`config.mk`:
```
export PLATFORM = sky130hd
export DESIGN_NAME = vram_write_sched
export DESIGN_NICKNAME = d
export VERILOG_FILES = /design/src/rtl/vram_write_sched.sv
export SDC_FILE = /design/constraint.sdc
export NUM_CORES = 1
export LEC_CHECK = 0
export CAP_MARGIN = 25
export CORE_MARGIN = 4
export CORE_UTILIZATION = 52
export CTS_CLUSTER_SIZE = 12
export DETAILED_ROUTE_END_ITERATION = 10
export MAX_ROUTING_LAYER = met4
export PLACE_DENSITY_LB_ADDON = 0.25
export SLEW_MARGIN = 10
export SYNTH_ARGS = -nofsm -noshare
export SYNTH_HDL_FRONTEND = slang
export SYNTH_SLANG_ARGS = --single-unit
```
`constraint.sdc`:
```
create_clock -name clk -period 2 [get_ports clk]
set_clock_uncertainty 0.1 [all_clocks]
set_input_delay 0.3 -clock clk [delete_from_list [all_inputs] [get_ports clk]]
set_output_delay 0.3 -clock clk [all_outputs]
set_load 0.005 [all_outputs]
```
`src/rtl/vram_write_sched.sv`:
```
// VRAM write-port scheduler: merges synchronised host write strobes with a
// screen-fill engine. A host write always wins, and the displaced fill address is retried.
module vram_write_sched #(
    parameter int ADDR_W   = 13,
    parameter int DATA_W   = 8,
    parameter int FILL_END = 8191
) (
    input  logic              clk,
    input  logic              nrst,
    input  logic [ADDR_W-1:0] hostAddr,
    input  logic [DATA_W-1:0] hostData,
    input  logic              nHostWr,
    input  logic              fillStart,
    input  logic [DATA_W-1:0] fillData,
    output logic              fillBusy,
    output logic              fillDone,
    output logic              vramWr,
    output logic [ADDR_W-1:0] vramWrAddr,
    output logic [DATA_W-1:0] vramWrData
);

    typedef enum logic {
        IDLE = 1'b0,
        FILL = 1'b1
    } state_t;

    localparam logic [ADDR_W-1:0] LAST_ADDR = ADDR_W'(FILL_END);

    logic              r_wrSync0;
    logic              r_wrSync1;
    logic              r_wrPrev;
    logic              r_hostPend;
    logic [ADDR_W-1:0] r_capAddr;
    logic [DATA_W-1:0] r_capData;
    state_t            r_state;
    logic [ADDR_W-1:0] r_fillAddr;
    logic [DATA_W-1:0] r_fillReg;
    logic              r_fillBusy;
    logic              r_fillDone;
    logic              r_vramWr;
    logic [ADDR_W-1:0] r_vramWrAddr;
    logic [DATA_W-1:0] r_vramWrData;
    logic              w_rise;

    // Two-flop synchroniser plus an edge detector on the host strobe.
    // These flops reset to 1 so that leaving reset never looks like a strobe release.
    always_ff @(posedge clk or negedge nrst) begin
        if (!nrst) begin
            r_wrSync0 <= 1'b1;
            r_wrSync1 <= 1'b1;
            r_wrPrev  <= 1'b1;
        end else begin
            r_wrSync0 <= nHostWr;
            r_wrSync1 <= r_wrSync0;
            r_wrPrev  <= r_wrSync1;
        end
    end

    assign w_rise = r_wrSync1 & ~r_wrPrev;

    // Host address/data are sampled while the synchronised strobe is low.
    // The host keeps them stable, so the last sample taken before the rise is clean.
    always_ff @(posedge clk or negedge nrst) begin
        if (!nrst) begin
            r_capAddr <= '0;
            r_capData <= '0;
        end else if (!r_wrSync1) begin
            r_capAddr <= hostAddr;
            r_capData <= hostData;
        end
    end

    always_ff @(posedge clk or negedge nrst) begin
        if (!nrst) begin
            r_hostPend <= 1'b0;
        end else begin
            r_hostPend <= w_rise;
        end
    end

    // Write-port arbiter and fill FSM. The fill address advances only after it
    // has actually been written, so a host write delays the fill but never loses an address.
    always_ff @(posedge clk or negedge nrst) begin
        if (!nrst) begin
            r_state      <= IDLE;
            r_fillAddr   <= '0;
            r_fillReg    <= '0;
            r_fillBusy   <= 1'b0;
            r_fillDone   <= 1'b0;
            r_vramWr     <= 1'b0;
            r_vramWrAddr <= '0;
            r_vramWrData <= '0;
        end else begin
            r_vramWr   <= 1'b0;
            r_fillDone <= 1'b0;

            if (r_hostPend) begin
                r_vramWr     <= 1'b1;
                r_vramWrAddr <= r_capAddr;
                r_vramWrData <= r_capData;
            end

            case (r_state)
                IDLE: begin
                    r_fillBusy <= 1'b0;
                    if (fillStart) begin
                        r_state    <= FILL;
                        r_fillAddr <= '0;
                        r_fillReg  <= fillData;
                        r_fillBusy <= 1'b1;
                    end
                end
                FILL: begin
                    if (!r_hostPend) begin
                        r_vramWr     <= 1'b1;
                        r_vramWrAddr <= r_fillAddr;
                        r_vramWrData <= r_fillReg;
                        if (r_fillAddr == LAST_ADDR) begin
                            r_fillDone <= 1'b1;
                            r_state    <= IDLE;
                        end else begin
                            r_fillAddr <= r_fillAddr + ADDR_W'(1);
                        end
                    end
                end
                default: begin
                    r_state <= IDLE;
                end
            endcase
        end
    end

    assign fillBusy   = r_fillBusy;
    assign fillDone   = r_fillDone;
    assign vramWr     = r_vramWr;
    assign vramWrAddr = r_vramWrAddr;
    assign vramWrData = r_vramWrData;

endmodule

```
* After elaboration in Yosys (flattened, before gate mapping)
Index checks and enable logic that the tools add are counted.
Word-level totals: register bits 71, word-level logic and storage cells 44
Cells by class: $add $sub $neg 1, equal/unequal tests 4, multiplexer cells 20, bitwise gates (word level) 3, reduce and logical (&&, ||, !) cells 2
Operators with widths (number):
- 13-bit 2-to-1 mux | 6
- 13-bit case mux with 2 select lines | 1
- 8-bit 2-to-1 mux | 3
- 13-bit by 1-bit adder with 13-bit output, second input constant | 1
- 13-bit equality test, second input constant | 1
- 1-bit 2-to-1 mux | 9
- 2-bit inequality test, second input constant | 3
- 3-bit AND reduction | 1
- 1-bit NOT | 2
- 1-bit case mux with 2 select lines | 1
- 2-bit AND reduction | 1
- 1-bit AND | 1

* Depth between registers and ports, before layout
depth in word-level cells 4, gate-level depth with buffers 6, mapped depth without buffers 5

* Worst setup path after synthesis
No wires, ideal clock.
kind reg-to-reg, from register r_fillAddr[0], to register r_fillAddr[5], library setup time 0.080 ns, arrival 1.632 ns, required time 1.820 ns, path slack 0.188 ns, cell stages (with the launch flop) 7, buffers on the path 1, clock period less this slack 1.812 ns, cell sequence dfrtp_1 -> ha_1 -> nand4_1 -> or4_4 -> buf_6 -> and4b_1 -> nor3_2
On the way: cells in the longest elaborated chain, start to end 4
RTL lines:
- from (decl) | line 36 | logic [ADDR_W-1:0] r_fillAddr;
- from (signal assigned) | line 122 | r_fillAddr <= r_fillAddr + ADDR_W'(1);
- 13-bit by 1-bit adder with 13-bit output | line 122
- 13-bit 2-to-1 mux | line 118 | if (r_fillAddr == LAST_ADDR) begin
- 13-bit 2-to-1 mux | line 114 | if (!r_hostPend) begin
- 13-bit case mux with 2 select lines | line 103 | case (r_state)
Several ways; a longest one is shown, not always the timed one. The select of a mux whose other input is x is not followed. A chain may end at the register's enable or synchronous reset.

* Worst setup path after layout
Ends and elaborated chain as after synthesis.

==> flow_summary.json <==
{
  "first_global_vias": 2378,
  "netlist_area_sq_um": 3110,
  "tritoncts": "built",
  "cts_root_buffer": "clkbuf_8",
  "slowest_stage": "or4_4",
  "finalCriticalPeriod_ps": 1910,
  "total_power_uw": 4020,
  "status": "complete, no violations",
  "synthDistinctLibCells": 46,
  "num-fill-cells": 421,
  "synth-edff-count": 0,
  "ant_nets": 0,
  "synth-async-reset-ratio_pct": 100,
  "worstSkewPairLatency_ps": 350,
  "hold_depth": 1,
  "path_cells": "ha_1 -> nand4_1 -> or4_4 -> and4b_1 -> nor3_2",
  "yosysMostFrequentCell": "dfrtp_1",
  "h-tree-depth": 3,
  "num_rows": 27,
  "io_buffers": 56,
  "drive_above_1_share_pct": 19.1,
  "drt_pass1_iterations": 4,
  "fin_crit_sh_pct": 95.4,
  "ys_top_cells_by_area": "dfrtp_1 55%, mux2_2 7.6%, mux2i_1 7.1%",
  "fin_nets": 385,
  "ff2ff_path_depth": 5,
  "timing.rr.start": "r_fillAddr[0]",
  "layout.area.seq_sq_um": 1780,
  "slew_headroom_pct": 67.3,
  "antenna_found_initial": 0,
  "start_util_pct": 55.2,
  "synth_area_per_cell_sq_um": 11.1,
  "tightest_slew_ps": 490,
  "grt_max_degree": 72,
  "clock_tree.buffer_depth": 2,
  "vias_per_cell": 5.50,
  "diodes": 0,
  "synth_largest_area_cell": "dfrtp_1",
  "drv_cap": 0,
  "grt_pass1_wl_mm": 11.5,
  "synthToLayoutAreaGrowth_pct": 30.7,
  "hold_start": "nHostWr",
  "multi_input_area_sq_um": 1260,
  "reg2reg_to": "r_fillAddr[5]",
  "start_kind": "flip-flop",
  "required_ps": 2170,
  "vias": 2355,
  "min_path_type": "primary input to flip-flop",
  "finalHoldViolations": 0,
  "crit_type": "flip-flop to flip-flop",
  "cp_num_buf_inv": 0,
  "max_stage_delay_ps": 530,
  "setup_slack_ps": 92.6,
  "grt_usage_pct": 20.8,
  "yosys_register_bits": 71,
  "cts_made_buffers": 9,
  "ys.flop_type": "dfrtp_1",
  "overflow": 0,
  "yosysSeqAreaShare_pct": 57.2,
  "syn_nets": 315,
  "gp_congestion": 0.929,
  "pre_cts_ws_ps": 110,
  "dieArea_sq_um": 7290,
  "cp.arrival_ps": 2080,
  "clk_pin_slew_worst_paths_ps": 80,
  "rrSetupSlack_ps": 90,
  "netlist.area_leader.share_pct": 54.7,
  "fmax_mhz": 524,
  "wl_mm": 6.96,
  "drt-initial-drc-count": 207,
  "crit_path_max_fanout": 7,
  "setup_tns_ps": 0,
  "path_delay_family": "simple AND/OR/NAND/NOR gates",
  "fp.dieH_microns": 85.4,
  "finalMaxSlewViolations": 0,
  "yosysWarningCount": 0,
  "io_pins": 57,
  "wl_per_cell_microns": 16.3,
  "synth_common_cells": "68 x dfrtp_1, 57 x nand2_1, 24 x o21ai_0",
  "die_w_microns": 85.4,
  "p_per_area_nw_per_um2": 987,
  "min_to": "r_wrSync0",
  "drc": 0,
  "peakVddDrop_v": 0.000636,
  "detailed_place_hpwl_mm": 4.74,
  "synth_cells": 281,
  "p_leak_uw": 0.00189,
  "crit_path_end_kind": "flip-flop",
  "setup_violations": 0,
  "fp.coreArea_sq_um": 5640,
  "cts_sinks": 71
}
[layout by cell type, fill, tap and decap left out, types with 3 or more instances in the layout]
cell and count:
mux2i_1 22, nand2_1 57, nor4_1 3, nand2b_1 3, nor3_1 4, nand3_1 4, buf_4 16, nor2_1 9
clkdlybuf4s50_1 55, a21oi_1 5, nand4_1 3, mux2_2 21, dfstp_2 3, dfrtp_1 67, o21ai_0 24, clkbuf_8 10
a31oi_1 3
[registers in the layout, indices dropped and copies added, names as in the netlist]
signal and count:
r_capAddr 13, r_fillReg 8, fillDone 1, vramWrData 8, r_wrSync1 1, r_wrPrev 1
fillBusy 1, vramWrAddr 13, r_fillAddr 13, r_state 1, vramWr 1, r_capData 8
r_hostPend 1, r_wrSync0 1
[per-stage QoR]
stage          utilization [%]  instances  area [sq um]  hold slack (ps)
3_5_place_dp              67.9        409          3830              249
3_3_place_gp              67.9        409          3830              245
2_1_floorplan                -        281          3110            -95.6
6_report                  72.1        428          4070              252
4_1_cts                   71.7        426          4050              239
5_1_grt                   72.1        428          4070              253
[layout make-up]
type                       instances  share of cell area (%)
inverter                           2                   0.185
multi-input combinational        192                    30.9
tap                               72                    2.21
sequential                        71                    43.8
clock inverter                     6                    1.66
clock buffer                      10                    3.38
timing repair buffer              75                    17.8
[power breakdown]
group / leakage [uW] / switching [uW] / internal, uW
clock: 0.0000989 / 554 / 614
combinational: 0.000960 / 401 / 515
sequential: 0.000833 / 240 / 1690
total: 0.00189 / 1200 / 2820
[how the worst max path moves through the flow]
stage,cells past startpoint,slack (ps),from,to
3_3_place_gp,5,160,r_fillAddr[0],r_fillAddr[5]
3_5_place_dp,5,110,r_fillAddr[0],r_fillAddr[5]
5_1_grt,5,-10,r_fillAddr[1],r_fillAddr[5]
4_1_cts,5,100,r_fillAddr[0],r_fillAddr[5]
6_report,5,90,r_fillAddr[0],r_fillAddr[5]
2_1_floorplan,6,190,r_fillAddr[0],r_fillAddr[5]
[cells by family (layout without fill, tap and decap cells)]
family,count (synthesis),after routing,synth area share (%)
flip-flops,71,71,57.2
AO/OA/AOI/OAI,45,45,8.80
adder cells (fa/ha/maj),1,1,0.402
AND/OR/NAND/NOR,103,103,16.4
buffers and inverters,18,93,2.57
multiplexers,43,43,14.7
[layer usage]
metal / track usage, % / part of all wire [%]
met4: 9.35 / 2.1
met1: 28.9 / 47
met5: - / 0
met2: 30.0 / 46
met3: 3.69 / 5.0
[timing repair]
action,CTS,global route
gates resized for setup,0,2
setup endpoints to repair,0,8
hold endpoints to repair,68,0
hold buffers,1,0
setup buffers,0,2
No activity file was read; power rests on OpenSTA's default activity.
